[src/rtl/signal_gen_pkg.sv]
// signal_gen_pkg: waveform mode codes, period lengths and sequencer state type
package signal_gen_pkg;
  localparam logic [1:0] MODE_SQUARE = 2'd0;
  localparam logic [1:0] MODE_SAW    = 2'd1;
  localparam logic [1:0] MODE_TRI    = 2'd2;
  localparam logic [1:0] MODE_OFF    = 2'd3;
  localparam logic [5:0] PER_SQUARE  = 6'd20;
  localparam logic [5:0] PER_SAW     = 6'd21;
  localparam logic [5:0] PER_TRI     = 6'd40;
  localparam logic [5:0] PER_OFF     = 6'd20;
  typedef enum logic {S_IDLE, S_RUN} seq_state_t;
  function automatic logic [5:0] period_of(input logic [1:0] mode);
    return mode == MODE_SAW ? PER_SAW :
           mode == MODE_TRI ? PER_TRI :
           mode == MODE_OFF ? PER_OFF : PER_SQUARE;
  endfunction
endpackage

[src/rtl/wave_sequencer_if.sv]
// wave_sequencer_if: program-entry write channel of the sequencer
interface wave_sequencer_if #(parameter int DUR_W = 8);
  logic             cfg_valid;
  logic             cfg_ready;
  logic [1:0]       cfg_mode;
  logic [DUR_W-1:0] cfg_periods;
  logic             cfg_clear;
  modport master (output cfg_valid, cfg_mode, cfg_periods, cfg_clear, input cfg_ready);
  modport slave  (input cfg_valid, cfg_mode, cfg_periods, cfg_clear, output cfg_ready);
endinterface

[src/rtl/wave_period_counter.sv]
// wave_period_counter: phase counter that flags the last cycle of each waveform period
module wave_period_counter
  import signal_gen_pkg::*;
(
  input  logic       clk,
  input  logic       rst_n,
  input  logic       en,
  input  logic [1:0] mode,
  output logic [5:0] phase,
  output logic       period_end
);
  assign period_end = en && phase == period_of(mode) - 6'd1;
  always_ff @(posedge clk)
    phase <= (!rst_n || !en || period_end) ? 6'd0 : phase + 6'd1;
endmodule

[src/rtl/wave_sequencer.sv]
// wave_sequencer: steps signal_generator through a stored (mode, periods) program on period boundaries
module wave_sequencer
  import signal_gen_pkg::*;
#(
  parameter  int DEPTH = 4,
  parameter  int DUR_W = 8,
  localparam int IW    = $clog2(DEPTH),
  localparam int CW    = $clog2(DEPTH + 1)
) (
  input  logic                clk,
  input  logic                rst_n,
  wave_sequencer_if.slave     cfg,
  input  logic                start,
  input  logic                stop,
  input  logic                loop_en,
  output logic [1:0]          wave_choise,
  output logic [IW-1:0]       step_idx,
  output logic                busy,
  output logic                period_tick,
  output logic                done
);
  seq_state_t       state, state_n;
  logic [1:0]       mode_q [DEPTH];
  logic [DUR_W-1:0] per_q  [DEPTH];
  logic [CW-1:0]    cnt;
  logic [DUR_W-1:0] pcnt, eff_per;
  logic             stop_pend, accept, last, step_end, period_end, fin;
  logic [5:0]       phase;
  assign cfg.cfg_ready = state == S_IDLE && cnt < CW'(DEPTH);
  assign accept      = cfg.cfg_valid && cfg.cfg_ready && !cfg.cfg_clear;
  assign busy        = state == S_RUN;
  assign wave_choise = busy ? mode_q[step_idx] : MODE_OFF;
  assign period_tick = period_end;
  assign eff_per     = per_q[step_idx] == '0 ? DUR_W'(1) : per_q[step_idx];
  assign step_end    = period_end && pcnt + DUR_W'(1) == eff_per;
  assign last        = CW'(step_idx) == cnt - CW'(1);
  wave_period_counter u_pc (
    .clk        (clk),
    .rst_n      (rst_n),
    .en         (busy),
    .mode       (wave_choise),
    .phase      (phase),
    .period_end (period_end)
  );
  // a pending stop wins over natural completion at the same boundary, so no done then
  always_comb begin
    state_n = state;
    fin     = 1'b0;
    if (state == S_IDLE)
      state_n = start && !cfg.cfg_clear && (cnt != '0 || accept) ? S_RUN : S_IDLE;
    else begin
      fin     = step_end && last && !loop_en && !stop_pend;
      state_n = (period_end && stop_pend) || fin ? S_IDLE : S_RUN;
    end
  end
  always_ff @(posedge clk)
    if (accept) begin
      mode_q[IW'(cnt)] <= cfg.cfg_mode;
      per_q[IW'(cnt)]  <= cfg.cfg_periods;
    end
  always_ff @(posedge clk)
    if (!rst_n) begin
      state     <= S_IDLE;
      cnt       <= '0;
      step_idx  <= '0;
      pcnt      <= '0;
      stop_pend <= 1'b0;
      done      <= 1'b0;
    end else begin
      state     <= state_n;
      done      <= fin;
      stop_pend <= state_n == S_RUN && (stop_pend || (busy && stop));
      if (state == S_IDLE)
        cnt <= cfg.cfg_clear ? '0 : accept ? cnt + CW'(1) : cnt;
      if (state_n != S_RUN) begin
        step_idx <= '0;
        pcnt     <= '0;
      end else if (step_end) begin
        step_idx <= last ? '0 : step_idx + IW'(1);
        pcnt     <= '0;
      end else if (period_end)
        pcnt <= pcnt + DUR_W'(1);
    end
endmodule

[src/flat_wrapper.sv]
// flat-port wrapper written by rule: the top's interface ports become plain ports
module wave_sequencer_flat import signal_gen_pkg::*;
#(
  parameter  int DEPTH = 4,
  parameter  int DUR_W = 8,
  localparam int IW    = $clog2(DEPTH),
  localparam int CW    = $clog2(DEPTH + 1)
)
  (clk, rst_n, start, stop, loop_en, wave_choise, step_idx, busy, period_tick, done, cfg_cfg_valid, cfg_cfg_mode, cfg_cfg_periods, cfg_cfg_clear, cfg_cfg_ready);
  wave_sequencer_if #(.DUR_W(DUR_W)) cfg_i ();
  input  logic clk;
  input  logic rst_n;
  input  logic start;
  input  logic stop;
  input  logic loop_en;
  output logic [1:0] wave_choise;
  output logic [IW-1:0] step_idx;
  output logic busy;
  output logic period_tick;
  output logic done;
  input wire logic [$bits(cfg_i.cfg_valid)-1:0] cfg_cfg_valid;
  input wire logic [$bits(cfg_i.cfg_mode)-1:0] cfg_cfg_mode;
  input wire logic [$bits(cfg_i.cfg_periods)-1:0] cfg_cfg_periods;
  input wire logic [$bits(cfg_i.cfg_clear)-1:0] cfg_cfg_clear;
  output wire logic [$bits(cfg_i.cfg_ready)-1:0] cfg_cfg_ready;
  assign cfg_i.cfg_valid = cfg_cfg_valid;
  assign cfg_i.cfg_mode = cfg_cfg_mode;
  assign cfg_i.cfg_periods = cfg_cfg_periods;
  assign cfg_i.cfg_clear = cfg_cfg_clear;
  assign cfg_cfg_ready = cfg_i.cfg_ready;
  wave_sequencer #(.DEPTH(DEPTH), .DUR_W(DUR_W)) u_core (.clk(clk), .rst_n(rst_n), .cfg(cfg_i), .start(start), .stop(stop), .loop_en(loop_en), .wave_choise(wave_choise), .step_idx(step_idx), .busy(busy), .period_tick(period_tick), .done(done));
endmodule
[config.mk]
export PLATFORM = sky130hd
export DESIGN_NAME = wave_sequencer_flat
export DESIGN_NICKNAME = d
export VERILOG_FILES = /design/src/rtl/signal_gen_pkg.sv /design/src/rtl/wave_sequencer_if.sv /design/src/rtl/wave_period_counter.sv /design/src/rtl/wave_sequencer.sv /design/src/flat_wrapper.sv
export SDC_FILE = /design/constraint.sdc
export NUM_CORES = 1
export LEC_CHECK = 0
export CAP_MARGIN = 20
export CORE_ASPECT_RATIO = 0.5
export CORE_MARGIN = 10
export CORE_UTILIZATION = 50
export DETAILED_ROUTE_END_ITERATION = 12
export PLACE_DENSITY = 0.7
export SLEW_MARGIN = 0
export SYNTH_ARGS = -nofsm -noshare
export SYNTH_HDL_FRONTEND = slang
export SYNTH_SLANG_ARGS = --single-unit
[constraint.sdc]
create_clock -name clk -period 3.8 [get_ports clk]
set_clock_uncertainty 0.15 [all_clocks]
set_input_delay 0.76 -clock clk [delete_from_list [all_inputs] [get_ports clk]]
set_output_delay 0.76 -clock clk [all_outputs]
set_load 0.05 [all_outputs]
==> reports/summary.txt <==
Reg-to-reg endpoint -> u_core.done
Max Slew Vio Count -> 0
Reg2reg path depth -> 10
Hold_sp -> u_core.u_pc.phase[0]
# IOs -> 25
Syn_nets -> 247
CTS Buf Count -> 9
Fraction of the mapped netlist area in compound gates -> 4.716%
Post-Synth Simple-Gate Area -> 13.14%
Setup tns final -> 0 ps
1st-iter DRT viols -> 146
Die height -> 74.51 um
Share of cells above drive strength 1 -> 13.85%
Tcrit/Tclk final -> 94.64%
Worst Tran Pin Value -> 614.5 ps
Critical path fanouts, max -> 6
Largest family of logic cells by synthesized area -> simple AND/OR/NAND/NOR gates
Crit path arrival time -> 2690 ps
Ys flop type -> edfxtp_1
Peak VDD IR -> 283.1 uV
Combinational group share of total power -> 5.3%
Post-synth top area cell -> edfxtp_1
P_int -> 1.430 mW
Buffer count from post-CTS setup fixing -> 0
N_diodes -> 0
Relative slew slack -> 57.98%
CP delay by family, top -> multiplexers
Adder-cell share of the synthesized area -> 4.211%
Crit end category -> primary output
Hold Path Sink -> u_core.u_pc.phase[0]
Flop pwr share -> 43.2%
DRT antenna net count -> 0
GR Layer Usage met1 -> 16.77%
RSZ-0062 raised after global routing -> no
Fmax -> 278.1 MHz
Site Rows -> 19
Syn Inst Count -> 220
DR vias/cell -> 5.526
Hold slack -> 323.5 ps
Met2 Use GR -> 20.28%
R2r setup slk -> 610 ps
Crit-path cells -> mux4_2 -> nand2b_1 -> ha_1 -> xnor2_1 -> mux2i_1 -> nor2_4 -> buf_12
Inst Count DP -> 317
Pre-Repair DR Iteration Count -> 4
Number of global-route vias before repair -> 1817
Tmin final -> 3596 ps
Bufs on Longest Clock Path -> 2
LEAKAGE -> 1.333 nW
Latest clock arrival within the worst-skew pair -> 320 ps
Max cap viols -> 0
P&R area growth vs syn -> 23.07%
Hold depth -> 1
Mean Syn Cell Area -> 13.51 um^2
Psw -> 0.3213 mW
GRT overflow -> 0
Largest net degree at the start of global routing -> 12
Pwr Density -> 478.8 nW/um^2
Mux share of post-synthesis cell area -> 9.347%
CP required -> 2890 ps
Asr flop ratio synth -> 0%
Area fraction of the dominant cell type after synthesis -> 40.42%
Switching share of power -> 18.35%
H-tree depth -> 3
Distinct cells, synth -> 42
Synth Area in XOR/XNOR -> 9.558%
Wire per inst -> 17.53 um
Status -> complete, no violations
Synthesized cell area -> 2972 um^2
Nets -> 282
Final setup violation count -> 0
Gr busiest metal -> met2
Total core area -> 5610 um^2
Tot GR Track Use -> 13.22%
Routed wire length -> 5.839 mm
Hold_buf cts -> 0
M3 GR Usage -> 4.752%
CTS tree -> done
Die W -> 129.0 um
EDFF count, synth -> 40
Non-Filler Instances -> 333
Type of the worst min-delay path -> reg2reg
Top cells by area, synth -> edfxtp_1 40%, dfxtp_1 16%, mux4_2 8.3%
Crit path kind -> reg2out
Ys Warns -> 0
CTS Root Cell -> clkbuf_16
Port buffer count -> 24
Routability cong. -> 0.8647
Total power -> 1.751 mW
Register area share after synthesis -> 56.59%
CP max stage delay -> 540 ps
Final Hold Vio Count -> 0
Total number of vias -> 1840
Initial Util -> 52.97%
Slowest cell on crit path -> mux4_2
Die Footprint -> 9614 um^2
Sinks on Clock Net -> 64
DRC -> 0
DP HPWL -> 4.355 mm
Worst-path clk slew -> 50 ps
Clock share of power -> 51.5%
Yosys reg bits -> 64
First-pass GRT wire length -> 9.480 mm
CP startpoint kind -> flop
Antenna violations before repair -> 0
Buffer and inverter count on the worst path -> 1
-- area by class of cell --
cell class                      count  area (um^2)
Inverter                            9        33.78
Fill cell                         405         1953
Clock inverter                      4        93.84
Tap cell                           73        91.34
Clock buffer                       12        236.5
Timing Repair Buffer               30        295.3
Multi-Input combinational cell    141         1225
Sequential cell                    64         1682
-- cells in the mapped netlist, drive strengths merged (4+ instances only) --
master	n
edfxtp	40
dfxtp	24
nor2	19
nor3	14
xor2	14
mux4	11
ha	10
inv	9
nand2	9
and2	8
xnor2	8
nand3	7
buf	4
-- logic make-up after synthesis --
group           Yosys count
fa+ha+maj                10
compound gates           19
buf+inv                  15
xor+xnor                 26
mux                      14
simple gates             72
flops                    64
-- routing by layer --
metal / routed length (um) / up-vias
li1: - / 890
met1: 2828 / 896
met2: 2622 / 48
met3: 298 / 6
met4: 89 / 0
met5: 0 / -
-- worst reg2reg max path, stage by stage (launching register included) --
cell and delay (ps):
dfxtp_1 430, mux4_2 540, nand2b_1 220, ha_1 320
xor2_1 180, o2111ai_1 230, nor2_4 250, buf_4 210
nand4_1 100, nor4_1 250, and4_1 230
-- repair_timing --
item | 4_1_cts | 5_1_grt
setup endpoints to repair | 0 | 1
gates resized for setup | 0 | 2
endpoints found under the hold margin | 0 | 0
-- flip-flops by register name, summed over array words and instances (netlist names), named ones only --
name / flops
u_core.per_q: 32
u_core.mode_q: 8
u_core.pcnt: 8
u_core.u_pc.phase: 6
u_core.cnt: 3
u_core.step_idx: 2
u_core.busy: 1
u_core.done: 1
u_core.stop_pend: 1
-- stage by stage --
stage	setup WS (ps)	util, %	area [um^2]
after CTS	0.09126	65.05	3650
after floorplan	115.9	-	2973
final	203.8	65.19	3657
after detailed placement	388.6	59.17	3319
after global routing	47.23	65.19	3657
after global placement	530.4	59.17	3319
-- power by group through the flow --
stage               sequential (mW)  clock (mW)  combinational [mW]
global route                  0.756       0.948              0.0998
global placement              0.769           0              0.0890
floorplan                     0.771           0              0.0491
CTS                           0.756       0.922              0.0924
detailed placement            0.770           0              0.0918
finish                        0.756       0.902              0.0927
-- cells in the final DEF (no fill, tap or decap), types with 3 or more instances in the layout --
| cell | count |
|---|---|
| a21oi_1 | 3 |
| a31oi_1 | 3 |
| and2_1 | 8 |
| and3_1 | 3 |
| and4_1 | 3 |
| buf_4 | 6 |
| bufinv_16 | 3 |
| clkbuf_1 | 3 |
| clkbuf_16 | 9 |
| clkdlybuf4s50_1 | 23 |
| dfxtp_1 | 24 |
| edfxtp_1 | 40 |
| ha_1 | 10 |
| inv_1 | 9 |
| mux2i_1 | 3 |
| mux4_2 | 11 |
| nand2_1 | 9 |
| nand3_1 | 7 |
| nor2_1 | 18 |
| nor3_1 | 11 |
| o21ai_0 | 3 |
| xnor2_1 | 8 |
| xnor3_1 | 3 |
| xor2_1 | 14 |
-- how the worst max path moves through the flow --
| stage | from | end | slack [ps] | cells after the start |
|---|---|---|---|---|
| floorplan | flop | period_tick | 120 | 8 |
| global placement | flop | period_tick | 530 | 8 |
| detailed placement | flop | period_tick | 390 | 8 |
| CTS | flop | period_tick | 0.09 | 7 |
| global route | flop | period_tick | 50 | 7 |
| finish | flop | period_tick | 200 | 7 |
(Power assumes the default switching activity.)
